<file path="config.mk">
export PLATFORM = sky130hd
export DESIGN_NAME = fetch_stage
export DESIGN_NICKNAME = d
export VERILOG_FILES = /design/src/rtl/fetch_stage.sv
export SDC_FILE = /design/constraint.sdc
export NUM_CORES = 1
export LEC_CHECK = 0
export ABC_AREA = 1
export ABC_CLOCK_PERIOD_IN_PS = 2300
export BUFFER_PORTS_ARGS = -buffer_cell sky130_fd_sc_hd__buf_2
export CORE_ASPECT_RATIO = 0.6
export CORE_MARGIN = 2
export CORE_UTILIZATION = 25
export CTS_BUF_LIST = sky130_fd_sc_hd__clkbuf_4 sky130_fd_sc_hd__clkbuf_8
export CTS_CLUSTER_SIZE = 16
export DETAILED_ROUTE_END_ITERATION = 8
export GPL_TIMING_DRIVEN = 0
export SLEW_MARGIN = 15
export SYNTH_ARGS = -nofsm -noshare
export SYNTH_HDL_FRONTEND = slang
export SYNTH_SLANG_ARGS = --single-unit
</file>
<file path="constraint.sdc">
create_clock -name clk -period 2.3 [get_ports clk]
set_clock_uncertainty 0.15 [all_clocks]
set_input_delay 0.345 -clock clk [delete_from_list [all_inputs] [get_ports clk]]
set_output_delay 0.345 -clock clk [all_outputs]
set_load 0.05 [all_outputs]
</file>
<file path="src/rtl/fetch_stage.sv">
// Instruction-fetch stage: owns the PC, selects sequential/branch/jump successor,
// and registers the fetched word into the IF/ID pipeline register.
module fetch_stage #(
  parameter logic [31:0] RESET_PC = 32'h0000_0000
) (
  input  logic        clk,
  input  logic        rst,
  input  logic [31:0] instr,
  input  logic        stall,
  input  logic        branch_taken,
  input  logic [31:0] branch_target,
  input  logic        jump,
  output logic [31:0] pc,
  output logic [31:0] if_id_instr,
  output logic [31:0] if_id_pc_plus4,
  output logic        if_id_valid
);

  typedef enum logic {
    BUBBLE = 1'b0,
    VALID  = 1'b1
  } slot_e;

  logic [31:0] pc_q, pc_d;
  logic [31:0] instr_q, instr_d;
  logic [31:0] pc4_q, pc4_d;
  slot_e       slot_q, slot_d;

  logic [31:0] pc_plus4;
  logic [31:0] jump_target;

  assign pc_plus4    = pc_q + 32'd4;
  assign jump_target = {pc4_q[31:28], instr_q[25:0], 2'b00};

  // Branch is the oldest redirect, so it outranks jump; both outrank stall.
  always_comb begin
    // NOTE: every next-state signal gets a hold default first so no path leaves it unassigned (no latches).
    pc_d    = pc_q;
    instr_d = instr_q;
    pc4_d   = pc4_q;
    slot_d  = slot_q;
    if (branch_taken) begin
      pc_d    = {branch_target[31:2], 2'b00};
      instr_d = '0;
      pc4_d   = '0;
      slot_d  = BUBBLE;
    end else if (jump && (slot_q == VALID)) begin
      pc_d    = jump_target;
      instr_d = '0;
      pc4_d   = '0;
      slot_d  = BUBBLE;
    end else if (!stall) begin
      pc_d    = pc_plus4;
      instr_d = instr;
      pc4_d   = pc_plus4;
      slot_d  = VALID;
    end
  end

  // NOTE: state registers use non-blocking assignments so all flops update together at the edge.
  always_ff @(posedge clk or negedge rst) begin
    if (!rst) begin
      pc_q    <= RESET_PC;
      instr_q <= '0;
      pc4_q   <= '0;
      slot_q  <= BUBBLE;
    end else begin
      pc_q    <= pc_d;
      instr_q <= instr_d;
      pc4_q   <= pc4_d;
      slot_q  <= slot_d;
    end
  end

  assign pc             = pc_q;
  assign if_id_instr    = instr_q;
  assign if_id_pc_plus4 = pc4_q;
  assign if_id_valid    = (slot_q == VALID);

endmodule

</file>
## After elaboration in Yosys (flattened, before gate mapping)

Cells that the tools add are included.

- Add/subtract/negate cells: 1
- Equal/unequal tests: 1
- Reduce and logical (&&, ||, !) cells: 1
- Mux-type cells: 11

Operators with widths:

| operator | count |
|---|---|
| 2-to-1 mux 32 bit | 8 |
| adder 32 x 3 -> 32 bit, second input constant | 1 |
| 2-to-1 mux 1 bit | 3 |
| != test 3 x 1 -> 1 bit, second input constant | 1 |
| logical AND 1 bit | 1 |

- Word-level logic and storage cells: 18
- Output and inout port bits: 97
- Bits in registers: 97
- Input port bits: 69

## Depth between registers and ports, before layout

Gate-level depths: netlist of run 1.

- Word-level depth: 4
- Depth in mapped cells: 10
- Depth with buffers taken out: 10

## Worst setup path before layout of run 1

OpenSTA, ideal clock, no wires.

- Path kind: register -> register
- From: register pc_q[2] (netlist: pc[2])
- To: register pc4_q[26] (netlist: if_id_pc_plus4[26])
- Data required time: 2.032 ns
- Arrival: 1.771 ns
- Period minus slack after synthesis: 2.039 ns
- Slack: 0.261 ns
- Library setup time: 0.118 ns
- Cell stages (with the launch flop): 10
- Path buffers: 0
- Cell sequence: dfrtp_1 -> ha_1 -> nand2_2 -> nor2_4 -> nand2_4 -> nor2_8 -> nand2_1 -> nand2_1 -> a21oi_1 -> a21o_1

- Word-level cells in the longest chain between the ends: 4

RTL lines:

| element | RTL line | text |
|---|---|---|
| start: declaration | 24 | `logic [31:0] pc_q, pc_d;` |
| start signal: assignment | 68 | `pc_q <= pc_d;` |
| adder 32 x 3 -> 32 bit | 32 | `assign pc_plus4 = pc_q + 32'd4;` |
| 2-to-1 mux 32 bit | 52 | `end else if (!stall) begin` |
| 2-to-1 mux 32 bit | 47 | `end else if (jump && (slot_q == VALID)) begin` |
| 2-to-1 mux 32 bit | 42 | `if (branch_taken) begin` |
| end signal: assignment | 70 | `pc4_q <= pc4_d;` |
| end: declaration | 26 | `logic [31:0] pc4_q, pc4_d;` |

Every way passes these cells. The select of a mux whose other input is x is not followed.
A chain may end at the register's enable or synchronous reset.

## Worst setup path in the final report of run 1

- From: register slot_q (netlist: if_id_valid)
- To: register instr_q[23] (netlist: if_id_instr[23])

- Word-level cells in the longest chain between the ends: 3
- Elaborated cells on any way between the ends: 4
- Those cells by class: eq/ne: 1; mux: 2; reduce/logical: 1

RTL lines:

| element | RTL line | text |
|---|---|---|
| start: declaration | 27 | `slot_e slot_q, slot_d;` |
| start signal: assignment | 71 | `slot_q <= slot_d;` |
| logical AND 1 bit * | 47 |  |
| 2-to-1 mux 32 bit | 47 |  |
| 2-to-1 mux 32 bit | 42 |  |
| end signal: assignment | 69 | `instr_q <= instr_d;` |
| end: declaration | 25 | `logic [31:0] instr_q, instr_d;` |

Every way passes the cells marked *; elsewhere a longest branch is shown, timed or not.

==> results.txt, run 1 <==
Before antenna repair, the detailed router went through 5 iterations. The logs give 0.188 for the combined global-route utilization of all metal layers and 9 for the clock buffer count from CTS. The run finished with clean final reports.

The non-filler instance count after layout was 1084; the endpoint required time on the critical path was 2450 ps. Yosys printed 0 warnings. Once detailed placement completed, the half-perimeter wirelength came to 15100 um.

For this block, the initial DRC count from the detailed router was 405. The tree is rooted in a clkbuf_8. TritonCTS built the clock tree.

The I/O pin total came out at 166. The largest net degree at the start of global routing was 81; the die footprint was 0.0210 mm^2. The run gives 3 as the number of levels the H-tree was split into.

Hold timing on the final database bottoms out at a slack of 12.8 ps. The final standard cell area without fillers is 0.00640 mm^2. The classification of the worst-slack hold path was primary input to register.

The final clock period utilization by the worst path works out to 0.905. The first global-routing pass estimated 29100 um of wire. Total power for the finished layout comes to 4.83 mW. The total area inside the core boundary comes to 0.0192 mm^2.

Total standard cell area after synthesis: 0.00496 mm^2. At the pin with the least slew margin, the transition time is 663 ps. The library cell used most frequently in the layout, excluding fill and tap cells, is buf_2. The number of distinct standard cells referenced by the synthesized netlist is 31, and the number of input and output port buffers inserted is 160.

For the starting density of the core, the log shows 0.258. The total number of clock tree sinks is 94, and the fraction of layout instances using a drive strength above 1 is 0.273. Once placement finished, the instance area stood at 0.00613 mm^2. Number of failing hold endpoints at the final stage: 0. The sequential fraction of the synthesis area is 0.474, and the largest fanout of any net on the critical path is 10. The overflow left after global routing was 0; the worst-case clock buffer depth was 2.

In the layout the commonest cells are buf_2 (174), nand2_1 (149), dfrtp_1 (94). Summed over all layers, the routed wires come to 19300 um. In the synthesized netlist, the number of instances is 636. Number of max-slew violations in the final report: 0. The area growth from synthesis to layout is 29.1%. The shortest period the worst path allows was 2080 ps.

Setup repair after global routing left no endpoint under its margin. The worst setup path is launched from a register. After floorplanning, the core was divided into 39 placement rows. The average vias per placed instance came out at 4.54. The tools report the normalized max-slew margin as 0.558.

The filler cells instantiated in the layout total 2114. The run gives 390 ps as the insertion delay of the later-clocked pin in the worst-skew pair. The tools report the number of nets in the layout as 882. The number of placed instances, taps included is 1064. The sort of element at the end of the critical path was a register.

Based on the critical path, the design can be clocked at up to 480 MHz. The critical path start-end classification is register to register. The synthesized design contains 94 register bits. For the remaining number of nets flagged by the antenna check after routing, the log shows 0. The post-synthesis average cell area is 7.80 um^2, and the number of buffers inserted by post-CTS setup repair is 0. The tools report the leakage power total as 3.34 nW.

Die width: 186 um. At the end of routability-driven placement, the weighted congestion stood at 0.885. The initial antenna violation count is 2.

IR analysis of the VDD net gives a maximum drop of 0.000262 V. Max-cap violations in this run came to 0. The wire length per cell after detailed routing is 17.8 um, and the height of the chip is 113 um. The tools report the via count of the first global-routing pass as 4773. The arrival time of data at the critical path endpoint is 2230 ps. For the number of setup violations in the final report, the log shows 0. The detailed-route via count is 4925, and the clock transition at the register clock pins on the worst setup and hold paths after CTS is 100 ps.

In the routed design, unresolved DRC markers number 0. Dividing total power by cell area gives a power density of 755 mW/mm^2.
sequential cells by signal (all words and copies together) (netlist names):
| register | flops |
|---|---|
| if_id_valid | 1 |
| if_id_instr | 32 |
| pc | 30 |
| if_id_pc_plus4 | 31 |
report_power, final:
| part | total (mW) | internal [mW] | switching [mW] |
|---|---|---|---|
| clock network | 1.33 | 0.713 | 0.616 |
| logic | 1.52 | 0.369 | 1.15 |
| registers | 1.98 | 1.81 | 0.174 |
logic make-up (layout without fill, tap and decap cells):
family                   count (synthesis)  after routing  synth area share
AO/OA/AOI/OAI                          168            168             0.194
other                                    1              3          0.000756
XOR/XNOR                                 8              8            0.0141
buffers and inverters                   98            278            0.0810
flip-flops                              94             94             0.474
adder cells (fa/ha/maj)                  1              1           0.00252
AND/OR/NAND/NOR                        266            266             0.233
layout make-up:
type / instances / area (um^2) / share of cell area
clock inverter: 3 / 65.1 / 0.0102
timing repair buffer: 164 / 865 / 0.135
inverter: 64 / 240 / 0.0375
sequential: 94 / 2350 / 0.368
tap: 266 / 333 / 0.0520
multi-input combinational: 445 / 2210 / 0.345
clock buffer: 13 / 173 / 0.0270
antenna: 1 / 2.50 / 0.000391
buffer: 34 / 161 / 0.0252
Yosys cell counts (all sizes together):
cell type | instances | area, um^2
inv | 63 | 236
a21oi | 73 | 373
ha | 1 | 12.5
a21o | 9 | 67.6
o22ai | 1 | 6.26
nand3 | 33 | 175
dfrtp | 94 | 2350
xor2 | 7 | 61.3
a22oi | 8 | 60.1
xnor2 | 1 | 8.76
clkbuf | 10 | 37.5
nand3b | 1 | 7.51
a22o | 19 | 166
nor2 | 73 | 345
o21ai | 58 | 290
buf | 24 | 124
nand2 | 157 | 614
and2 | 2 | 12.5
conb | 1 | 3.75
clkinv | 1 | 3.75
metal layers:
metal  global-route usage  share of wire  up-vias
met5                    0        0.00036        -
met4               0.0352          0.010        2
met3               0.0579          0.090       16
met2                0.250           0.38      207
met1                0.294           0.52     2276
li1                     -              -     2424
final timing paths:
| path | from | to | slack, ps | depth (start not counted) |
|---|---|---|---|---|
| min in group asynchronous | rst | if_id_instr[1] | 200 | 2 |
| worst min-delay path | instr[25] | if_id_instr[25] | 10 | 3 |
| max in group asynchronous | rst | if_id_instr[18] | 1160 | 3 |
| worst max-delay path | if_id_valid | if_id_instr[23] | 220 | 7 |
| worst min register to register | if_id_pc_plus4[3] | if_id_pc_plus4[3] | 330 | 2 |
| worst max register to register | if_id_valid | if_id_instr[23] | 220 | 7 |
repair_timing:
item / 4_1_cts / 5_1_grt
endpoints found under the hold margin: 96 / 0
gates resized for setup: 0 / 0
hold buffers: 3 / 0
through the flow:
stage | TNS, ps | setup slack, ps | utilization
floorplan | 0 | 261 | -
CTS | 0 | 200 | 0.333
detailed placement | 0 | 194 | 0.319
global placement | -29620 | -326 | 0.317
global route | 0 | 60.7 | 0.333
finish | 0 | 218 | 0.333
worst max-delay path, stage by stage (launching register included):
cell,delay [ps]
dfrtp_1,430
nand2_2,200
nand2_2,130
nor2_2,230
buf_2,320
buf_2,360
nand2_1,100
o21ai_0,80
Power figures use the tool's default switching activity.
==> inputs of run 2 (changes only) <==
- CORE_MARGIN: 2 -> 1.5
==> results.txt, run 2 (synthesis gave the netlist of run 1 again) <==
The run finished with clean final reports. The flip-flop count of the largest register after layout was 32 (unchanged). In the layout the commonest cells are buf_2 (174), nand2_1 (149), dfrtp_1 (94). The estimated wirelength of the detail-placed design was 14900 um (-1.3%). The die width was 185 um (-0.54%); the number of input and output port buffers inserted was 160 (unchanged).

The tools report the worst-case vdd ir drop as 0.000272 V (+3.6%). The endpoint required time on the critical path is 2440 ps (about the same). The run gives 0 (unchanged) as the post-cts repair resize count. The worst-case clock buffer depth is 2 (unchanged). The final clock period utilization by the worst path was 0.885 (-0.0201); the average vias per placed instance was 4.59 (+1.0%).

The number of failing hold endpoints at the final stage was 0 (unchanged). The run gives 264 ps (+46.2 ps) as the setup slack after layout. For the DRC violation total after the first TritonRoute iteration, the log shows 415 (+2.5%). The layout overhead on the synthesized area works out to 27.7%. The I/O pin total is 166 (unchanged), and the die footprint is 0.0207 mm^2 (-1.4%). Setup repair after global routing left no endpoint under its margin. The detailed-route wire length was 19000 um (-1.3%); the number of max-slew violations in the final report was 0 (unchanged). Number of levels the H-tree was split into: 3 (unchanged).

TritonCTS built the clock tree. The number of nets in the layout is 880 (-0.23%), and the number of search-and-repair iterations in the first detailed-routing pass is 5 (unchanged). The run gives 0.0192 mm^2 (unchanged) as the core region area. The detailed-route via count came out at 4961 (+0.73%).

The placement row count is 39 (unchanged), and the shortest period the worst path allows is 2040 ps (-46.2 ps). The leading cell type in the layout, fill and taps excluded is buf_2. The number of remaining DRC errors was 0 (unchanged); the total number of clock tree sinks was 94 (unchanged). The tools report the overflow left after global routing as 0 (unchanged). The power density over the cells is 731 mW/mm^2 (-3.2%).

The tools report the combined global-route utilization of all metal layers as 0.187 (-0.000571). Initial antenna violation count: 1 (-1). The worst hold path belongs to the class primary input to register.

The sum of negative setup slack was 0 ps (unchanged); the insertion delay of the later-clocked pin in the worst-skew pair was 370 ps (-20 ps). The logs give 0.258 (unchanged) for the starting density of the core and 227 ps (+32.6 ps) for the post-place setup slack. For the normalized max-slew margin, the log shows 0.570 (+0.0117).

For the routability congestion estimate from global placement, the log shows 0.875 (-1.1%). The slew at the pin closest to its max-slew limit is 645 ps (-17.6 ps). The wire length per cell after detailed routing is 17.6 um (-1.0%). STA classifies the critical path endpoint as a register. The remaining number of nets flagged by the antenna check after routing was 0 (unchanged); the fraction of layout instances using a drive strength above 1 was 0.273 (about the same). STA classifies the critical path startpoint as a register. The root buffer cell chosen for the clock tree is clkbuf_8.

The arrival time of data at the critical path endpoint was 2180 ps (-50 ps); the highest achievable clock rate was 491 MHz (+2.3%). The largest fanout of any net on the critical path is 10 (unchanged). The tools report the via count of the first global-routing pass as 4637 (-2.8%).

The logs give 0 (unchanged) for the number of setup violations in the final report and 28700 um (-1.4%) for the first-pass GRT wire length. The leakage power total came out at 3.30 nW (-1.2%). The clock buffer count from CTS came out at 9 (unchanged). The clock transition at the register clock pins on the worst setup and hold paths after CTS is 100 ps (about the same).

The height of the chip works out to 112 um (-0.88%). By startpoint and endpoint, the worst setup path is classified as register to register. The max-cap check violation count is 0 (unchanged), and the largest net degree at the start of global routing is 62 (-23%).
==> run 2: cell count changes in the layout (fill, tap and decap cells not counted) <==
cell / change
clkbuf_8: -3
dlygate4sd3_1: -2
clkinvlp_4: +2
clkinv_2: +1
bufinv_16: -1
clkbuf_4: -1
clkinv_4: +1
==> run 2: routing by layer <==
layer	wire length (um)	vias up	GRT usage
met3	1320	11	0.0435
met1	10300	2335	0.303
met2	7200	196	0.250
li1	-	2419	-
met4	153	0	0.0271
met5	0	-	0
==> run 2: per-stage QoR <==
step	hold slack (ps)	cell area, um^2	utilization	power [mW]	cells
6_report	29.8	6330	0.329	4.63	1081
5_1_grt	14.0	6330	0.329	4.88	1080
4_1_cts	11.6	6330	0.329	4.65	1080
3_5_place_dp	111	6130	0.319	3.52	1064
3_3_place_gp	305	6100	0.317	3.50	1063
2_1_floorplan	-101	4960	-	3.01	637
==> run 2: cell type report <==
cell class	count	area, um^2
antenna	1	2.50
clock buffer	9	124
sequential	94	2350
timing repair buffer	162	845
multi-input combinational	445	2210
clock inverter	6	63.8
tap	266	333
fill	2115	12900
buffer	34	161
inverter	64	240
==> run 2: critical path, stage by stage (launching register included) <==
cell,delay [ps]
dfrtp_1,420
nand2_2,190
nand2_2,120
nor2_2,210
buf_2,310
buf_2,330
nand2_1,120
o21ai_0,90
==> run 2: worst paths after layout <==
check / startpoint / end / slack, ps / cells after the start
setup / recovery: if_id_valid / if_id_instr[25] / 260 / 7
hold / removal: instr[3] / if_id_instr[3] / 30 / 3
setup reg to reg: if_id_valid / if_id_instr[25] / 260 / 7
hold reg to reg: if_id_pc_plus4[22] / if_id_pc_plus4[22] / 330 / 1
max in group asynchronous: rst / pc[31] / 1080 / 3
min in group asynchronous: rst / pc[18] / 290 / 2
==> run 2: report_power, final <==
group | total (mW) | switching (mW) | internal [mW]
clock | 1.13 | 0.636 | 0.496
sequential | 1.98 | 0.176 | 1.81
combinational | 1.51 | 1.14 | 0.367
total | 4.63 | 1.96 | 2.67
==> run 2: what timing repair did <==
action	4_1_cts	5_1_grt
endpoints found under the setup margin	0	0
buffers inserted	0	0
hold buffers	1	0
endpoints found under the hold margin	33	0
==> inputs of run 3 (changes only) <==
- PLACE_DENSITY: default -> 0.49
==> results.txt, run 3 (synthesis gave the netlist of run 1 again) <==
The flow ran to the end, and the final reports show no timing, DRC or antenna violations. Fill cell instance count of the final layout: 2161 (+2.2%). From synthesis to final layout, the design area changed by 29.4%. The final clock period utilization by the worst path works out to 0.880 (-0.00472). The slowest stage of the critical path belongs to the cell dfrtp_1. The starting density of the core is 0.258 (unchanged), and the overflow left after global routing is 0 (unchanged).

Post-cts repair resize count: 0 (unchanged). The die footprint was 0.0207 mm^2 (unchanged). The tools report the normalized max-slew margin as 0.548 (-0.0220). The routability congestion estimate from global placement is 0.849 (-2.9%). The run gives 0.000324 V (+19%) as the worst-case vdd ir drop. The tools report the detailed-route via count as 4858 (-2.1%). The leakage power total came out at 3.34 nW (+1.2%). Setup repair after global routing left no endpoint under its margin. The tools report the arrival time of data at the critical path endpoint as 2160 ps (-20 ps). The number of setup violations in the final report is 0 (unchanged), and the flip-flop count of the largest register after layout is 32 (unchanged). The DRC violation total after the first TritonRoute iteration was 299 (-28%); the average vias per placed instance was 4.48 (-2.3%). For the highest achievable clock rate, the log shows 494 MHz (+0.54%). The shortest period the worst path allows works out to 2020 ps (-10.9 ps). The cell class contributing the biggest share of worst-path delay is compound AO/OA/AOI/OAI gates. The number of nets in the layout is 882 (+0.23%). The core region area was 0.0192 mm^2 (unchanged); the clock buffer count from CTS was 9 (unchanged). The number of gates on the worst path with buffers counted is 6 (-1), and the insertion delay of the later-clocked pin in the worst-skew pair is 380 ps (about the same). I/O pin total: 166 (unchanged). The number of failing hold endpoints at the final stage came out at 0 (unchanged). The tools report the critical path startpoint category as a register. The tools report the capture instance of the worst register-to-register path as pc[17]. The number of search-and-repair iterations in the first detailed-routing pass is 5 (unchanged), and the non-filler instance count after layout is 1084 (+0.28%). The number of placed instances, taps included is 1064 (unchanged), and the hold buffer count at CTS is 3 (+2).

The fraction of layout instances using a drive strength above 1 was 0.273 (about the same); the die width was 185 um (unchanged). The number of levels the H-tree was split into is 3 (unchanged), and the power density over the cells is 771 mW/mm^2 (+5.6%). The slew at the pin closest to its max-slew limit works out to 678 ps (+33.0 ps).

The number of input and output port buffers inserted is 160 (unchanged). The endpoint required time on the critical path is 2440 ps (about the same). The tools report the placement row count as 39 (unchanged).

For the combined global-route utilization of all metal layers, the log shows 0.196 (+0.00898). TritonCTS built the clock tree. Max-cap check violation count: 0 (unchanged). The start point of the critical path was if_id_valid. The worst setup path is captured at a register. The total number of clock tree sinks was 94 (unchanged); the wire length per cell after detailed routing was 18.1 um (+3.0%). The critical path ends at pc[17]. The count of cells along the worst register-to-register path works out to 6 (-1). In this run the critical register-to-register path is launched from if_id_valid. The min-delay analysis places its worst path in the category primary input to register. For the number of max-slew violations in the final report, the log shows 0 (unchanged).

The worst-case clock buffer depth was 2 (unchanged). The logs give 0 (unchanged) for the number of buffers inserted by post-CTS setup repair and 30100 um (+4.7%) for the first-pass GRT wire length. The critical path start-end classification is register to register. The initial antenna violation count came out at 1 (unchanged).

The clock transition at the register clock pins on the worst setup and hold paths after CTS is 110 ps (about the same), and the total power consumption of the routed design is 4.95 mW (+7.0%). Leaving out fill and tap cells, the most frequent cell in the layout is buf_2. In this run the clock root is driven by a clkbuf_8.

Traced cell by cell, the critical path runs through nand2_2 > clkinv_1 > clkbuf_1 > a21oi_1 > nand2_1 > a22oi_1. The delay of the slowest cell on the worst path came out at 430 ps (about the same). The logs give 15300 um (+2.3%) for the estimated wirelength of the detail-placed design and 19600 um (+3.3%) for the detailed-route wire length. The buffering stage count on the worst path with inverters included came out at 2 (unchanged). The remaining number of nets flagged by the antenna check after routing came out at 0 (unchanged).

Setup slack of the worst register-to-register path: 280 ps (about the same). The largest fanout of any net on the critical path works out to 10 (unchanged). The largest net degree at the start of global routing is 59 (-4.8%).

Number of remaining DRC errors: 0 (unchanged). Leaving out fill and tap cells, the most frequent cells in the layout are buf_2 (174), nand2_1 (149), dfrtp_1 (94). The height of the chip was 112 um (unchanged); the via count of the first global-routing pass was 4835 (+4.3%).
==> run 3: cell types whose count changed in the layout (fill, tap and decap cells not counted), sizes merged <==
cell	change
bufinv	+2
clkbuf	+1
inv	+2
dlygate4sd3	+2
clkinvlp	-1
clkinv	-3
==> run 3: worst min-delay path by stage <==
stage                      startpoint                 to  slack [ps]  cells after the start
CTS                          instr[2]     if_id_instr[2]        0.08                      3
detailed placement                rst     if_id_instr[0]         130                      1
finish                      instr[18]    if_id_instr[18]          10                      3
global route                instr[19]    if_id_instr[19]           3                      3
global placement    if_id_pc_plus4[3]  if_id_pc_plus4[3]         300                      2
floorplan                         rst     if_id_instr[0]        -100                      0
==> run 3: cell type report <==
| class | instances | area [um^2] | area share |
|---|---|---|---|
| inverter | 64 | 240 | 0.0374 |
| buffer | 34 | 161 | 0.0252 |
| antenna | 1 | 2.50 | 0.000390 |
| tap | 266 | 333 | 0.0519 |
| timing repair buffer | 164 | 865 | 0.135 |
| multi-input combinational | 445 | 2210 | 0.344 |
| sequential | 94 | 2350 | 0.367 |
| clock buffer | 10 | 138 | 0.0215 |
| clock inverter | 6 | 115 | 0.0179 |
==> run 3: layer usage <==
metal	vias to the layer above	track usage	share of wire
met3	12	0.0555	0.084
li1	2429	-	-
met5	-	0	0
met4	0	0.0271	0.0078
met1	2226	0.326	0.55
met2	191	0.246	0.36
==> run 3: tightest hold or removal path: cells and delay by family <==
kind | cells | cell delay (ps)
AND/OR/NAND/NOR | 1 | 40
buffers and inverters | 1 | 70
AO/OA/AOI/OAI | 1 | 50
==> run 3: where the power goes <==
| group | switching (mW) | internal [mW] | leakage, nW | total (mW) |
|---|---|---|---|---|
| Sequential | 0.181 | 1.81 | 1.21 | 1.99 |
| Clock | 0.680 | 0.761 | 0.124 | 1.44 |
| Combinational | 1.15 | 0.369 | 2.01 | 1.52 |
| Total | 2.01 | 2.94 | 3.34 | 4.95 |
==> run 3: metrics by stage <==
stage | area [um^2] | setup TNS [ps] | setup WS, ps | utilization | hold WS, ps
floorplan | 4960 | 0 | 261 | - | -101
global placement | 6100 | -34230 | -379 | 0.317 | 304
detailed placement | 6130 | 0 | 253 | 0.319 | 132
CTS | 6410 | 0 | 282 | 0.334 | 0.0775
global route | 6410 | 0 | 111 | 0.334 | 3.24
finish | 6410 | 0 | 275 | 0.334 | 10.8
